`src/rtl/lvds_stream_arbiter_pkg.sv`:
```
// Shared definitions for the LVDS stream arbiter.
//   state_t          : arbiter FSM states (IDLE, XFER)
//   GRANT_*          : one-hot grant codes driven on the grant output
//   *_DEFAULT        : default interrupt thresholds used by the top and irq block
package lvds_pkg;

  localparam int FRAME_IRQ_DEFAULT    = 1000;
  localparam int IDLE_TIMEOUT_DEFAULT = 10000;

  typedef enum logic {
    IDLE = 1'b0,
    XFER = 1'b1
  } state_t;

  localparam logic [1:0] GRANT_NONE = 2'b00;
  localparam logic [1:0] GRANT_CH0  = 2'b01;
  localparam logic [1:0] GRANT_CH1  = 2'b10;

endpackage

```
`src/rtl/lvds_stream_arbiter_if.sv`:
```
// AXI-Stream style link used for both receiver channels and the merged output.
//   tvalid/tdata/tlast : driven by the source (master modport)
//   tready             : driven by the sink (slave modport)
interface lvds_stream_arbiter_if #(
  parameter int DW = 8
);

  logic          tvalid;
  logic          tready;
  logic [DW-1:0] tdata;
  logic          tlast;

  modport master (output tvalid, output tdata, output tlast, input tready);
  modport slave  (input tvalid, input tdata, input tlast, output tready);

endinterface

```
`src/rtl/lvds_stream_arbiter_irq_ctrl.sv`:
```
// Interrupt generation for the stream arbiter.
//   frame_done   : a tlast beat was accepted this cycle
//   idle_quiet   : arbiter idle and neither channel presenting data
//   grant_evt    : arbiter issues a new grant this cycle
//   user_irq_ack : host acknowledge
//   usr_irq_req  : level interrupt, held until acknowledged
// Raises the interrupt every FRAME_IRQ frames, or when frames are pending and
// the link has been quiet for IDLE_TIMEOUT cycles (flush).
module lvds_irq_ctrl
  import lvds_pkg::*;
#(
  parameter int FRAME_IRQ    = FRAME_IRQ_DEFAULT,
  parameter int IDLE_TIMEOUT = IDLE_TIMEOUT_DEFAULT
) (
  input  logic clk,
  input  logic rst_n,
  input  logic frame_done,
  input  logic idle_quiet,
  input  logic grant_evt,
  input  logic user_irq_ack,
  output logic usr_irq_req
);

  localparam int FCW = $clog2(FRAME_IRQ + 1);
  localparam int TCW = $clog2(IDLE_TIMEOUT + 1);
  localparam logic [FCW-1:0] FRAME_LAST   = FCW'(FRAME_IRQ);
  localparam logic [TCW-1:0] TIMEOUT_LAST = TCW'(IDLE_TIMEOUT);

  logic [FCW-1:0] frame_cnt;
  logic [TCW-1:0] idle_cnt;
  logic           frames_pending;
  logic           frame_hit;
  logic           idle_hit;
  logic           irq_set;

  assign frames_pending = (frame_cnt != '0);
  assign frame_hit      = frame_done && ((frame_cnt + FCW'(1)) == FRAME_LAST);
  assign idle_hit       = idle_quiet && frames_pending && ((idle_cnt + TCW'(1)) == TIMEOUT_LAST);
  assign irq_set        = frame_hit || idle_hit;

  always_ff @(posedge clk or negedge rst_n) begin
    if (!rst_n) begin
      frame_cnt   <= '0;
      idle_cnt    <= '0;
      usr_irq_req <= 1'b0;
    end else begin
      if (irq_set) begin
        frame_cnt <= '0;
      end else if (frame_done) begin
        frame_cnt <= frame_cnt + FCW'(1);
      end

      if (grant_evt || idle_hit) begin
        idle_cnt <= '0;
      end else if (idle_quiet && frames_pending) begin
        idle_cnt <= idle_cnt + TCW'(1);
      end

      // A set wins over a coincident ack so the new event is never lost;
      // a set while already pending simply merges into the held level.
      if (irq_set) begin
        usr_irq_req <= 1'b1;
      end else if (user_irq_ack) begin
        usr_irq_req <= 1'b0;
      end
    end
  end

endmodule

```
`src/rtl/lvds_stream_arbiter.sv`:
```
// Frame-granular round-robin arbiter merging two LVDS receiver streams into
// one AXI-Stream toward a DMA FIFO.
//   clk, rst_n    : clock, asynchronous active-low reset
//   s0, s1        : receiver channel inputs (slave modport)
//   m_axis        : merged output (master modport), zero-latency mux
//   wr_rst_busy   : downstream FIFO in reset, blocks new grants only
//   user_irq_ack  : host interrupt acknowledge
//   usr_irq_req   : interrupt request level
//   grant         : one-hot current owner (00 idle, 01 ch0, 10 ch1)
//   frame_total   : frames forwarded since reset (wrapping)
module lvds_stream_arbiter
  import lvds_pkg::*;
#(
  parameter int FRAME_IRQ    = FRAME_IRQ_DEFAULT,
  parameter int IDLE_TIMEOUT = IDLE_TIMEOUT_DEFAULT,
  parameter int DW           = 8
) (
  input  logic                  clk,
  input  logic                  rst_n,
  lvds_stream_arbiter_if.slave  s0,
  lvds_stream_arbiter_if.slave  s1,
  lvds_stream_arbiter_if.master m_axis,
  input  logic                  wr_rst_busy,
  input  logic                  user_irq_ack,
  output logic                  usr_irq_req,
  output logic [1:0]            grant,
  output logic [31:0]           frame_total
);

  state_t        state, state_n;
  logic [1:0]    grant_n;
  logic          last_ch1, last_ch1_n;   // 1: ch1 was served most recently
  logic          sel_valid;
  logic          sel_last;
  logic [DW-1:0] sel_data;
  logic          out_valid;
  logic          frame_done;
  logic          grant_evt;
  logic          idle_quiet;

  always_comb begin
    sel_valid = 1'b0;
    sel_last  = 1'b0;
    sel_data  = '0;
    case (grant)
      GRANT_CH0: begin
        sel_valid = s0.tvalid;
        sel_last  = s0.tlast;
        sel_data  = s0.tdata;
      end
      GRANT_CH1: begin
        sel_valid = s1.tvalid;
        sel_last  = s1.tlast;
        sel_data  = s1.tdata;
      end
      default: ;
    endcase
  end

  // Output side is purely combinational from the registered grant; data and
  // tlast are forced to zero whenever nothing valid is presented.
  assign out_valid     = (state == XFER) && sel_valid;
  assign m_axis.tvalid = out_valid;
  assign m_axis.tdata  = out_valid ? sel_data : '0;
  assign m_axis.tlast  = out_valid && sel_last;
  assign s0.tready     = (state == XFER) && (grant == GRANT_CH0) && m_axis.tready;
  assign s1.tready     = (state == XFER) && (grant == GRANT_CH1) && m_axis.tready;

  assign frame_done = out_valid && m_axis.tready && sel_last;
  assign idle_quiet = (state == IDLE) && !s0.tvalid && !s1.tvalid;

  always_comb begin
    state_n    = state;
    grant_n    = grant;
    last_ch1_n = last_ch1;
    grant_evt  = 1'b0;
    case (state)
      IDLE: begin
        if (!wr_rst_busy && (s0.tvalid || s1.tvalid)) begin
          state_n   = XFER;
          grant_evt = 1'b1;
          if (s0.tvalid && s1.tvalid) begin
            grant_n = last_ch1 ? GRANT_CH0 : GRANT_CH1;
          end else begin
            grant_n = s0.tvalid ? GRANT_CH0 : GRANT_CH1;
          end
        end
      end
      XFER: begin
        // Grant is held until the owner's tlast beat is taken, so frames
        // from the two channels never interleave.
        if (frame_done) begin
          state_n    = IDLE;
          grant_n    = GRANT_NONE;
          last_ch1_n = (grant == GRANT_CH1);
        end
      end
    endcase
  end

  always_ff @(posedge clk or negedge rst_n) begin
    if (!rst_n) begin
      state       <= IDLE;
      grant       <= GRANT_NONE;
      last_ch1    <= 1'b1;
      frame_total <= '0;
    end else begin
      state    <= state_n;
      grant    <= grant_n;
      last_ch1 <= last_ch1_n;
      if (frame_done) begin
        frame_total <= frame_total + 32'd1;
      end
    end
  end

  lvds_irq_ctrl #(
    .FRAME_IRQ    (FRAME_IRQ),
    .IDLE_TIMEOUT (IDLE_TIMEOUT)
  ) u_irq_ctrl (
    .clk          (clk),
    .rst_n        (rst_n),
    .frame_done   (frame_done),
    .idle_quiet   (idle_quiet),
    .grant_evt    (grant_evt),
    .user_irq_ack (user_irq_ack),
    .usr_irq_req  (usr_irq_req)
  );

endmodule

```
`src/flat_wrapper.sv`:
```
// flat-port wrapper written by rule: the top's interface ports become plain ports
module lvds_stream_arbiter_flat import lvds_pkg::*;
#(
  parameter int FRAME_IRQ    = FRAME_IRQ_DEFAULT,
  parameter int IDLE_TIMEOUT = IDLE_TIMEOUT_DEFAULT,
  parameter int DW           = 8
)
  (clk, rst_n, wr_rst_busy, user_irq_ack, usr_irq_req, grant, frame_total, s0_tvalid, s0_tdata, s0_tlast, s0_tready, s1_tvalid, s1_tdata, s1_tlast, s1_tready, m_axis_tvalid, m_axis_tdata, m_axis_tlast, m_axis_tready);
  lvds_stream_arbiter_if #(.DW(DW)) s0_i ();
  lvds_stream_arbiter_if #(.DW(DW)) s1_i ();
  lvds_stream_arbiter_if #(.DW(DW)) m_axis_i ();
  input  logic clk;
  input  logic rst_n;
  input  logic wr_rst_busy;
  input  logic user_irq_ack;
  output logic usr_irq_req;
  output logic [1:0] grant;
  output logic [31:0] frame_total;
  input wire logic [$bits(s0_i.tvalid)-1:0] s0_tvalid;
  input wire logic [$bits(s0_i.tdata)-1:0] s0_tdata;
  input wire logic [$bits(s0_i.tlast)-1:0] s0_tlast;
  output wire logic [$bits(s0_i.tready)-1:0] s0_tready;
  input wire logic [$bits(s1_i.tvalid)-1:0] s1_tvalid;
  input wire logic [$bits(s1_i.tdata)-1:0] s1_tdata;
  input wire logic [$bits(s1_i.tlast)-1:0] s1_tlast;
  output wire logic [$bits(s1_i.tready)-1:0] s1_tready;
  output wire logic [$bits(m_axis_i.tvalid)-1:0] m_axis_tvalid;
  output wire logic [$bits(m_axis_i.tdata)-1:0] m_axis_tdata;
  output wire logic [$bits(m_axis_i.tlast)-1:0] m_axis_tlast;
  input wire logic [$bits(m_axis_i.tready)-1:0] m_axis_tready;
  assign s0_i.tvalid = s0_tvalid;
  assign s0_i.tdata = s0_tdata;
  assign s0_i.tlast = s0_tlast;
  assign s0_tready = s0_i.tready;
  assign s1_i.tvalid = s1_tvalid;
  assign s1_i.tdata = s1_tdata;
  assign s1_i.tlast = s1_tlast;
  assign s1_tready = s1_i.tready;
  assign m_axis_tvalid = m_axis_i.tvalid;
  assign m_axis_tdata = m_axis_i.tdata;
  assign m_axis_tlast = m_axis_i.tlast;
  assign m_axis_i.tready = m_axis_tready;
  lvds_stream_arbiter #(.FRAME_IRQ(FRAME_IRQ), .IDLE_TIMEOUT(IDLE_TIMEOUT), .DW(DW)) u_core (.clk(clk), .rst_n(rst_n), .s0(s0_i), .s1(s1_i), .m_axis(m_axis_i), .wr_rst_busy(wr_rst_busy), .user_irq_ack(user_irq_ack), .usr_irq_req(usr_irq_req), .grant(grant), .frame_total(frame_total));
endmodule
```
`config.mk`:
```
export PLATFORM = sky130hd
export DESIGN_NAME = lvds_stream_arbiter_flat
export DESIGN_NICKNAME = d
export VERILOG_FILES = /design/src/rtl/lvds_stream_arbiter_pkg.sv /design/src/rtl/lvds_stream_arbiter_if.sv /design/src/rtl/lvds_stream_arbiter_irq_ctrl.sv /design/src/rtl/lvds_stream_arbiter.sv /design/src/flat_wrapper.sv
export SDC_FILE = /design/constraint.sdc
export NUM_CORES = 1
export LEC_CHECK = 0
export ABC_AREA = 1
export BUFFER_PORTS_ARGS = -buffer_cell sky130_fd_sc_hd__buf_4
export CAP_MARGIN = 15
export CORE_MARGIN = 2
export CORE_UTILIZATION = 35
export CTS_CLUSTER_DIAMETER = 50
export DETAILED_ROUTE_END_ITERATION = 8
export PLACE_DENSITY_LB_ADDON = 0.3
export SETUP_SLACK_MARGIN = 0.05
export SLEW_MARGIN = 10
export SYNTH_ARGS = -nofsm -noshare
export SYNTH_HDL_FRONTEND = slang
export SYNTH_SLANG_ARGS = --single-unit
```
`constraint.sdc`:
```
create_clock -name clk -period 1.9 [get_ports clk]
set_clock_uncertainty 0.05 [all_clocks]
set_input_delay 0.38 -clock clk [delete_from_list [all_inputs] [get_ports clk]]
set_output_delay 0.38 -clock clk [all_outputs]
set_load 0.005 [all_outputs]
```
-- Word-level counts from Yosys, hierarchy flattened
Cells that the tools add are included.
- add/sub/neg operators: 3
- multiply operators: 0
- divide/modulo/power cells: 0
- magnitude comparators: 0
- equality and inequality tests: 6
- shift-type cells: 0
- mux-type cells: 20
- bitwise operators: 1
- reduce and logical (&&, ||, !) cells: 27
- operator list (cell ; count):
    $add A32 B1 Y32 const B ; 1
    $mux W14 ; 2
    $mux W10 ; 2
    $pmux W8 S2 ; 1
    $logic_and A1 B1 Y1 ; 15
    $add A14 B1 Y14 const B ; 1
    $eq A14 B14 Y1 const B ; 1
    $add A10 B1 Y10 const B ; 1
    $eq A10 B10 Y1 const B ; 1
    $mux W2 ; 5
    $reduce_bool A10 Y1 ; 1
    $mux W8 ; 1
    $pmux W1 S2 ; 3
    $reduce_bool A2 Y1 ; 3
    $mux W1 ; 5
    $ne A2 B2 Y1 const B ; 2
    $pmux W2 S2 ; 1
    $reduce_and A2 Y1 ; 2
    $logic_not A1 Y1 ; 3
    $logic_or A1 B1 Y1 ; 3
    $eq A2 B1 Y1 const B ; 1
    $eq A2 B2 Y1 const B ; 1
    $not A1 Y1 ; 1
- register bits: 61
- bits in latches: 0
- bits in writable memories: 0
- ROM bits: 0
- input port bits: 25
- output and inout bits: 47
- word-level logic and storage cells: 64
- memories: 0

-- Logic depth before layout (Yosys ltp)
Gate-level depths: netlist (run 1).
- depth in word-level cells: 8
- depth in mapped cells: 13
- gate-level depth less buffers: 12

-- Hierarchy
Synthesis (run 1) repeated with hierarchy kept, for this count alone.
- cell total of the unflattened synthesis: 599
- area total of the unflattened synthesis: 4057.6 sq um
- by module, submodules not included (module ; instances ; cells an instance ; area each (sq um) ; sequential area each (sq um)):
    lvds_stream_arbiter ; 1 ; 331 ; 2323.5 ; 902.1
    lvds_irq_ctrl ; 1 ; 268 ; 1734.2 ; 625.6

-- Worst setup path after synthesis (run 1)
No wires, ideal clock.
- kind: register -> output
- from: register u_core.grant[1]
- to: output m_axis_tdata[0]
- arrival: 1.452 ns
- required time: 1.470 ns
- path slack: 0.018 ns
- stages on the path, launching flop included: 10
- path buffers: 1
- path through: dfrtp_1 -> inv_1 -> ha_1 -> buf_4 -> inv_2 -> o21ai_2 -> nand2_1 -> nor2_1 -> clkinv_1 -> a21oi_1
- cells in the longest elaborated chain, start to end: 4
- ends and longest elaborated chain (what ; RTL line ; source):
    start, declared ; lvds_stream_arbiter.sv:26 ; output logic [1:0] grant,
    start signal, assigned ; lvds_stream_arbiter.sv:109 ; grant <= grant_n;
    $eq A2 B2 Y1 / $eq A2 B1 Y1 (equally long branches) ; lvds_stream_arbiter.sv:45 ; case (grant)
    $pmux W1 S2 * ; lvds_stream_arbiter.sv:45 ;
    $logic_and A1 B1 Y1 * ; lvds_stream_arbiter.sv:62 ; assign out_valid = (state == XFER) && sel_valid;
    via m_axis_tvalid ; flat_wrapper.sv:27 ; output wire logic [$bits(m_axis_i.tvalid)-1:0] m_axis_tvalid;
    $mux W8 * ; lvds_stream_arbiter.sv:64 ; assign m_axis.tdata = out_valid ? sel_data : '0;
    end, declared ; flat_wrapper.sv:28 ; output wire logic [$bits(m_axis_i.tdata)-1:0] m_axis_tdata;
The timed path passes the listed nets; every way through them passes the cells marked *.

-- Worst setup path after layout (run 1)
- from: register u_core.grant[0]
- to: output m_axis_tdata[1]
- cells in the longest elaborated chain, start to end: 4
- ends and longest elaborated chain (what ; RTL line):
    $eq A2 B2 Y1 / $eq A2 B1 Y1 (equally long branches) ; lvds_stream_arbiter.sv:45
    $pmux W1 S2 ; lvds_stream_arbiter.sv:45
    $logic_and A1 B1 Y1 ; lvds_stream_arbiter.sv:62
    $mux W8 * ; lvds_stream_arbiter.sv:64
Every way passes the cells marked *; elsewhere a longest branch is shown, timed or not.

==> results of run 1 <==
## metrics by stage
stage               instance area, um^2   util  hold WS (ns)
floorplan                          3870      -        0.0344
detailed placement                 4790  0.443         0.240
global placement                   4790  0.443         0.240
global route                       5920  0.549         0.265
CTS                                5580  0.517         0.243
finish                             5920  0.549         0.255
## metal layers
| layer | vias up | track usage | share of wire |
|---|---|---|---|
| met5 | - | 0 | 0 |
| met4 | 0 | 0.0668 | 0.016 |
| met3 | 22 | 0.0359 | 0.040 |
| met2 | 94 | 0.339 | 0.49 |
| met1 | 1945 | 0.249 | 0.45 |
| li1 | 2016 | - | - |
## layout by cell type, fill, tap and decap left out, drive strengths merged
master         n
ha             7
dfrtp         60
o21a           1
buf          138
nor3          20
nand3b         5
and2b          1
nor2          91
xor2          25
xnor2         13
mux2i          1
a21oi         16
o21ai         25
clkinv         3
dlygate4sd3    1
nand4          9
nand3         26
clkbuf        13
o21bai         1
dfstp          1
a31oi          1
clkinvlp       3
inv           64
nand2        176
## cells by family (layout without fill, tap and decap cells)
kind of cell,Yosys count,in the layout,share of synthesized area
xor+xnor,38,38,0.0860
simple gates,326,328,0.354
compound gates,44,44,0.0595
buf+inv,78,222,0.0808
flops,61,61,0.395
fa+ha+maj,7,7,0.0226
mux,1,1,0.00259
## how the worst max path moves through the flow
stage,startpoint,endpoint,cells past startpoint
final,u_core.grant[0]$_DFFE_PN0P_,m_axis_tdata[1],9
after global routing,u_core.grant[1]$_DFFE_PN0P_,m_axis_tdata[0],9
after CTS,u_core.grant[1]$_DFFE_PN0P_,m_axis_tdata[1],9
after detailed placement,u_core.grant[1]$_DFFE_PN0P_,m_axis_tdata[6],9
after global placement,u_core.grant[1]$_DFFE_PN0P_,m_axis_tlast,9
after floorplan,u_core.grant[1]$_DFFE_PN0P_,u_core.frame_total[22]$_DFFE_PN0P_,12
## registers in the layout, indices dropped and copies added (netlist names)
register and flops:
u_core.u_irq_ctrl.usr_irq_req 1, u_core.last_ch1 1, u_core.state 1, u_core.frame_total 32, u_core.grant 2, u_core.u_irq_ctrl.frame_cnt 10, u_core.u_irq_ctrl.idle_cnt 14
## power by group
| group | switching (mW) | internal, mW | leakage [nW] |
|---|---|---|---|
| combinational | 1.15 | 1.09 | 1.88 |
| sequential | 0.240 | 1.51 | 0.755 |
| clock | 0.498 | 0.600 | 0.0974 |
## what timing repair did
item,4_1_cts,5_1_grt
buffers inserted,33,12
hold buffers,1,0
setup endpoints to repair,59,73
hold endpoints to repair,20,0
gates resized for setup,93,62
cloned,5,0
pin swaps,39,24
## worst max-delay path: stages, from the launching register on
cell,delay (ns)
dfrtp_1,0.42
buf_6,0.13
ha_4,0.14
inv_4,0.04
o21ai_4,0.15
nand2_2,0.08
nor2_4,0.18
clkinv_4,0.12
a21oi_2,0.12
buf_4,0.12
## final cells by class
type,instances,share of cell area
Inverter,67,0.0450
Multi-Input combinational cell,418,0.427
Sequential cell,61,0.258
Clock inverter,1,0.000845
Tap cell,140,0.0296
Timing Repair Buffer,139,0.206
Clock buffer,13,0.0302
Timing Repair inverter,2,0.00275
==> results.md, run 1 <==
* Yosys cell types at 31
* Fill cells at 977
* Hold Crit Endpoint: u_core.u_irq_ctrl.usr_irq_req$_DFFE_PN0P_
* Antenna Cells at 0
* RSZ-0062 raised after global routing: true
* P per Cell Area at 858 nW/um^2
* Drt first pass iters at 5
* Total number of yosys warnings at 0
* Overall power at 5.08 mW
* Reg area at 1530 um^2
* Die area at 11900 um^2
* Ys async rst share at 1.00
* Required @ worst endpoint at 1.47 ns
* Dominant synthesized flop cell: dfrtp_1
* Layout net count at 730
* Mapped Area at 3870 um^2
* Num CTS Buffers at 9
* R2r startpoint: u_core.grant[1]$_DFFE_PN0P_
* CTS Buffer Depth at 2
* Hold depth at 4
* Yosys top cell by area: dfrtp_1
* Drt wl/cell at 13.7 um
* Clk sinks at 61
* Starting Density at 0.359
* Crit path capture type: output pin
* Slew Limit Fails at 0
* First-pass GRT wire length at 18500 um
* Largest net degree at the start of global routing at 41
* Hold Path Origin: user_irq_ack
* First DRT Iteration DRCs at 254
* Clock root buffer: clkbuf_8
* Initial antenna violation count at 0
* Critical path fanouts, max at 5
* Pre-CTS setup slack at -0.127 ns
* Seq/Total Area, Yosys at 0.395
* H-tree depth at 3
* Synth cell count leaders: nand2_1 (170), nor2_1 (84), inv_1 (65)
* Die Y at 109 um
* Fmax achieved at 442 MHz
* Cells after Synth at 555
* Startpoint Class: flip-flop
* Vias at 4077
* Detail Route Antenna Nets at 0
* Critical Path AT at 1.83 ns
* Synth Register Bits at 61
* Maxcap violations at 0
* Hold WC Path Type: in2reg
* Setup TNS at -8.86 ns
* Synth area leaders: dfrtp_1 (39%), nand2_1 (16%), nor2_1 (8.1%)
* Top Ports at 72
* Grt ovf at 0
* Post-Place Cells at 784
* Yosys top cell area share at 0.388
* Leakage power at 2.73 nW
* Via density at 4.85
* Dpl hpwl at 7620 um
* Gpl congestion at 0.850
* Post-synth EDFFs at 0
* Avg Cell Area, Syn at 6.97 um^2
* Clock Latency Late Sink at 0.33 ns
* Most numerous cell in the Yosys netlist: nand2_1
* Vias in the first global route at 4036
* Non-Filler Instances at 841
* R2R depth at 15
* Violated checks: setup timing
* Core area at 10800 um^2
* Die width at 109 um
* Clk slew on worst S/H paths at 0.06 ns
* Relative slew slack at 0.642
* Final period utilization at 1.19
* Outcome: finished with violations
* Routed wire length at 11600 um
* Area of the multi-input gates at 2530 um^2
* Syn_nets at 587
* Final setup viols at 54
* Hold Violations, Final at 0
* GRT Overall Usage at 0.197
* Slew @ Worst Pin at 0.536 ns
* # DRC at 0
* CTS tree: yes
* CP Class: reg2out
* PortBufs at 71
* Peak VDD IR at 0.388 mV
* Reg2reg end: u_core.grant[1]$_DFFE_PN0P_
* Minimum clock period at 2.26 ns
* Layout area overhead at 53.1%
* Layout cells sized above 1 at 0.362
* Reg2Reg Setup Slack at -0.29 ns
* Row Count at 38
* Min setup slack post-route at -0.363 ns
Power figures use the tool's default switching activity.
==> inputs of run 2 (changes only) <==
--- a/config.mk
+++ b/config.mk
@@ -13,7 +13,7 @@
 export CTS_CLUSTER_DIAMETER = 50
 export DETAILED_ROUTE_END_ITERATION = 8
 export PLACE_DENSITY_LB_ADDON = 0.3
-export SETUP_SLACK_MARGIN = 0.05
+export SETUP_SLACK_MARGIN = 0.2
 export SLEW_MARGIN = 10
 export SYNTH_ARGS = -nofsm -noshare
 export SYNTH_HDL_FRONTEND = slang
==> run 2 against run 1 <==
  * Utilization grew 1.0 points
  * Sequential share of layout area shrank 0.44 points
  * Worst setup slack lost 0.026 ns
  * Total power shrank 2.7%
  * First-iteration DRC count shrank 33%
  * The flow still finishes with violations (setup timing)
==> results.md, run 2 (synthesis results as in run 1) <==
* Non-Filler Instances at 847
* Grt ovf at 0
* Clk slew on worst S/H paths at 0.07 ns
* Met2 global-route usage at 0.324
* Fmax achieved at 437 MHz
* Antenna Cells at 0
* Detail Route Antenna Nets at 0
* Critical path's slowest cell: dfrtp_1
* Peak VDD IR at 0.498 mV
* GRT Overall Usage at 0.190
* Drt wl/cell at 13.9 um
* First-pass GRT wire length at 17900 um
* Die area at 11900 um^2
* Setup TNS at -6.60 ns
* Final setup viols at 64
* CTS tree: yes
* R2R depth at 13
* Gpl congestion at 0.892
* Layout area overhead at 56.0%
* Required @ worst endpoint at 1.47 ns
* Layout net count at 736
* Top Registers: u_core.frame_total: 32 flops, u_core.u_irq_ctrl.idle_cnt: 14 flops, u_core.u_irq_ctrl.frame_cnt: 10 flops
* Hold Crit Endpoint: u_core.u_irq_ctrl.usr_irq_req$_DFFE_PN0P_
* CP peak stage delay at 0.40 ns
* Largest delay contributor family on the critical path: buffers and inverters
* Met3 Track Usage GR at 0.0359
* Layout cells sized above 1 at 0.410
* PortBufs at 71
* Vias at 4124
* Hold WC Path Type: in2reg
* Crit path buf inv count at 4
* Minimum clock period at 2.29 ns
* Vias in the first global route at 3982
* Hold depth at 4
* Die width at 109 um
* RSZ-0062 raised after global routing: true
* Initial antenna violation count at 0
* CTS Buffer Depth at 2
* Reg2Reg Setup Slack at -0.14 ns
* Crit path capture type: output pin
* Outcome: finished with violations
* Critical Path AT at 1.86 ns
* Largest net degree at the start of global routing at 36
* Die Y at 109 um
* Leakage power at 2.87 nW
* Drt first pass iters at 5
* Clock root buffer: clkbuf_8
* Top Ports at 72
* GR Layer Usage met1 at 0.242
* Violated checks: setup timing
* CP Cell Sequence: buf_6 > ha_4 > inv_2 > o21ai_2 > nand2_2 > nor2_4 > clkinv_4 > a21oi_2 > buf_4
* Critical path fanouts, max at 5
* First DRT Iteration DRCs at 169
* Largest Register: u_core.frame_total
* Slew @ Worst Pin at 0.544 ns
* Commonest non-fill, non-tap cell in the layout: nand2_1
* R2r startpoint: u_core.grant[0]$_DFFE_PN0P_
* Min setup slack post-route at -0.389 ns
* Commonest non-fill, non-tap cells in the layout: nand2_1 (133), buf_4 (113), inv_1 (58)
* H-tree depth at 3
* Startpoint Class: flip-flop
* Num CTS Buffers at 9
* Core area at 10800 um^2
* Overall power at 4.95 mW
* Reg2reg end: u_core.u_irq_ctrl.frame_cnt[0]$_DFFE_PN0P_
* Routed wire length at 11800 um
* Maxcap violations at 0
* Via density at 4.87
* Dpl hpwl at 7620 um
* Hold Violations, Final at 0
* CP Class: reg2out
* Hold Path Origin: user_irq_ack
* Final period utilization at 1.20
* Busiest grt layer: met2
* P per Cell Area at 819 nW/um^2
* Starting Density at 0.359
* Post-Place Cells at 787
* Slew Limit Fails at 0
* Hold Slack at 0.268 ns
* Relative slew slack at 0.637
* Clock Latency Late Sink at 0.34 ns
* Largest register FFs at 32
* Row Count at 38
* Clk sinks at 61
* # DRC at 0
-- run 2: changes by cell type in the layout (fill, tap and decap cells not counted), sizes merged --
cell and delta:
clkbuf +1, clkinv +1, buf +4
-- run 2: area by class of cell --
cell class | count | area [um^2]
inverters | 67 | 264
flip-flops and latches | 61 | 1530
multi-input cells | 418 | 2620
well taps | 140 | 175
repair buffers | 145 | 1260
clock inverters | 2 | 10.0
clock buffers | 12 | 155
repair inverters | 2 | 16.3
fillers | 957 | 4760
-- run 2: worst register-to-register path, delay by kind of cell, from the launching register on --
family,cells,cell delay [ns]
AND/OR/NAND/NOR,7,0.75
buffers and inverters,4,0.46
flip-flops,1,0.40
AO/OA/AOI/OAI,1,0.15
adder cells (fa/ha/maj),1,0.12
-- run 2: what timing repair did --
action / in CTS / in global routing
cloned: 5 / 2
hold buffers: 1 / 0
buffers inserted: 15 / 23
endpoints found under the hold margin: 33 / 0
endpoints found under the setup margin: 72 / 72
gates resized for setup: 37 / 152
pin swaps: 9 / 34
-- run 2: metal layers --
layer | vias up | wire length (um)
met5 | - | 0
met4 | 0 | 234
met3 | 21 | 490
met2 | 102 | 6060
met1 | 1969 | 5000
li1 | 2032 | -
-- run 2: metrics by stage --
step	setup WS, ns	utilization	instance area, um^2
final	-0.389	0.559	6040
after global routing	-0.433	0.559	6040
after CTS	-0.345	0.491	5300
after detailed placement	-0.124	0.447	4820
after global placement	-0.0394	0.447	4820
after floorplan	0.0641	-	3920
-- run 2: worst max-delay path by stage --
stage | start | to | slack [ns] | cells past startpoint
finish | u_core.grant[0]$_DFFE_PN0P_ | m_axis_tdata[1] | -0.39 | 9
global route | u_core.grant[0]$_DFFE_PN0P_ | m_axis_tdata[1] | -0.43 | 9
CTS | u_core.grant[0]$_DFFE_PN0P_ | m_axis_tdata[1] | -0.35 | 9
detailed placement | u_core.grant[1]$_DFFE_PN0P_ | u_core.frame_total[28]$_DFFE_PN0P_ | -0.12 | 12
global placement | u_core.grant[1]$_DFFE_PN0P_ | u_core.frame_total[28]$_DFFE_PN0P_ | -0.04 | 12
floorplan | u_core.grant[1]$_DFFE_PN0P_ | u_core.frame_total[22]$_DFFE_PN0P_ | 0.06 | 12
-- run 2: power breakdown --
part / internal, mW / leakage, nW / switching (mW) / total [mW]
Clock: 0.527 / 0.0881 / 0.503 / 1.03
Sequential: 1.51 / 0.754 / 0.235 / 1.74
Combinational: 1.01 / 2.03 / 1.16 / 2.17
Total: 3.05 / 2.87 / 1.90 / 4.95
==> inputs of run 3 (changes only) <==
--- a/config.mk
+++ b/config.mk
@@ -13,6 +13,7 @@
 export CTS_CLUSTER_DIAMETER = 50
 export DETAILED_ROUTE_END_ITERATION = 8
 export PLACE_DENSITY_LB_ADDON = 0.3
+export RECOVER_POWER = 50
 export SETUP_SLACK_MARGIN = 0.2
 export SLEW_MARGIN = 10
 export SYNTH_ARGS = -nofsm -noshare
==> run 3 against run 2 <==
  * The run still ends with setup timing left
  * Combinational power barely moved
  * Wire length barely moved
  * Maximum frequency barely moved
  * Worst setup slack barely moved
  * Utilization fell by 0.14 points
  * Design area fell by 0.25%
  * Sequential share of layout area rose by 0.063 points
  * Critical path depth did not move
  * Total power barely moved
  * Via count barely moved
  * Largest power group unchanged
==> results.md, run 3 (synthesis results as in run 1) <==
* Largest Register: u_core.frame_total
* Num CTS Buffers at 9
* Startpoint Class: flip-flop
* Hold WC Path Type: in2reg
* Routed wire length at 11800 um
* Reg2Reg Setup Slack at -0.14 ns
* Layout net count at 736
* Crit path buf inv count at 4
* Final setup viols at 64
* Violated checks: setup timing
* Critical Path AT at 1.86 ns
* CTS Buffer Depth at 2
* RSZ-0062 raised after global routing: true
* Layout cells sized above 1 at 0.410
* Fill cells at 960
* Maxcap violations at 0
* CP peak stage delay at 0.40 ns
* Dpl hpwl at 7620 um
* Final period utilization at 1.20
* Leakage power at 2.87 nW
* R2r startpoint: u_core.grant[0]$_DFFE_PN0P_
* Peak VDD IR at 0.498 mV
* Hold Path Origin: user_irq_ack
* Die area at 11900 um^2
* Layout area overhead at 55.6%
* Relative slew slack at 0.412
* CP Cell Sequence: buf_6 > ha_4 > inv_2 > o21ai_2 > nand2_2 > nor2_4 > clkinv_4 > a21oi_2 > buf_4
* Drt first pass iters at 4
* Vias in the first global route at 3982
* DP Area at 4820 um^2
* Largest register FFs at 32
* Critical path's slowest cell: dfrtp_1
* Reg2reg end: u_core.u_irq_ctrl.frame_cnt[0]$_DFFE_PN0P_
* PortBufs at 71
* Drt wl/cell at 13.9 um
* Fin util at 0.558
* P per Cell Area at 821 nW/um^2
* Slew Limit Fails at 0
* Gpl congestion at 0.892
* H-tree depth at 3
* Hold depth at 4
* Top Ports at 72
* Required @ worst endpoint at 1.47 ns
* # DRC at 0
* Clock Latency Late Sink at 0.34 ns
* Commonest non-fill, non-tap cell in the layout: nand2_1
* Initial antenna violation count at 0
* Hold Crit Endpoint: u_core.u_irq_ctrl.usr_irq_req$_DFFE_PN0P_
* R2R depth at 13
* Largest delay contributor family on the critical path: buffers and inverters
* Post-route cell area at 6020 um^2
* CP Class: reg2out
* Fmax achieved at 437 MHz
* First-pass GRT wire length at 17900 um
* Minimum clock period at 2.29 ns
* Grt ovf at 0
* Row Count at 38
* Starting Density at 0.359
* Via density at 4.87
* Vias at 4121
* Commonest non-fill, non-tap cells in the layout: nand2_1 (133), buf_4 (112), inv_1 (58)
* First DRT Iteration DRCs at 169
* Crit path capture type: output pin
* GRT Overall Usage at 0.190
* Outcome: finished with violations
* Clock root buffer: clkbuf_8
* Antenna Cells at 0
* Critical path fanouts, max at 5
* Min setup slack post-route at -0.389 ns
* Hold Violations, Final at 0
* Largest net degree at the start of global routing at 36
* Detail Route Antenna Nets at 0
* Core area at 10800 um^2
* Die width at 109 um
* CTS tree: yes
* Top Registers: u_core.frame_total: 32 flops, u_core.u_irq_ctrl.idle_cnt: 14 flops, u_core.u_irq_ctrl.frame_cnt: 10 flops
* Clk sinks at 61
* Die Y at 109 um
* Clk slew on worst S/H paths at 0.07 ns
* Slew @ Worst Pin at 0.882 ns
-- run 3: worst max-delay path by stage --
stage | from | cells past startpoint | to
final | u_core.grant[0]$_DFFE_PN0P_ | 9 | m_axis_tdata[1]
after global routing | u_core.grant[0]$_DFFE_PN0P_ | 9 | m_axis_tdata[1]
after CTS | u_core.grant[0]$_DFFE_PN0P_ | 9 | m_axis_tdata[1]
after detailed placement | u_core.grant[1]$_DFFE_PN0P_ | 12 | u_core.frame_total[28]$_DFFE_PN0P_
after global placement | u_core.grant[1]$_DFFE_PN0P_ | 12 | u_core.frame_total[28]$_DFFE_PN0P_
after floorplan | u_core.grant[1]$_DFFE_PN0P_ | 12 | u_core.frame_total[22]$_DFFE_PN0P_
-- run 3: what timing repair did --
item	4_1_cts	5_1_grt
pin swaps	9	34
hold endpoints to repair	33	0
gates cloned	5	2
setup endpoints to repair	72	72
resized for setup	37	152
buffers inserted	15	23
hold buffers	1	0
-- run 3: through the flow --
step / std cells / total power [mW] / setup TNS (ns) / hold WS (ns) / worst slack (ns)
after global placement: 787 / 3.17 / -0.0453 / 0.319 / -0.0394
after floorplan: 555 / 2.64 / 0 / 0.0344 / 0.0641
after global routing: 847 / 5.25 / -12.52 / 0.298 / -0.433
final: 847 / 4.94 / -6.65 / 0.268 / -0.389
after CTS: 822 / 4.56 / -3.62 / 0.253 / -0.345
after detailed placement: 787 / 3.23 / -2.25 / 0.320 / -0.124
-- run 3: metal layers --
layer  track usage  vias to the layer above  wire length [um]
li1              -                     2031                 -
met1         0.242                     1966              4990
met2         0.324                      103              6060
met3        0.0359                       21               493
met4        0.0659                        0               234
met5             0                        -                 0
-- run 3: layout make-up --
class | instances | area (um^2) | area share
clock buffer | 12 | 155 | 0.0258
clock inverter | 2 | 10.0 | 0.00166
tap | 140 | 175 | 0.0291
timing repair buffer | 145 | 1250 | 0.208
sequential | 61 | 1530 | 0.254
timing repair inverter | 2 | 16.3 | 0.00270
inverter | 67 | 264 | 0.0438
multi-input combinational | 418 | 2620 | 0.435
-- run 3: power breakdown --
part / internal [mW] / switching [mW] / leakage [nW]
Sequential: 1.51 / 0.235 / 0.754
Clock: 0.527 / 0.505 / 0.0881
Combinational: 1.01 / 1.16 / 2.03
-- run 3: worst register-to-register path, delay by kind of cell (launching register included) --
family                     cells  cell delay (ns)
AOI/OAI and AO/OA              1             0.15
buffers and inverters          4             0.46
adders and majority gates      1             0.12
DFF                            1             0.40
and+or+nand+nor                7             0.75
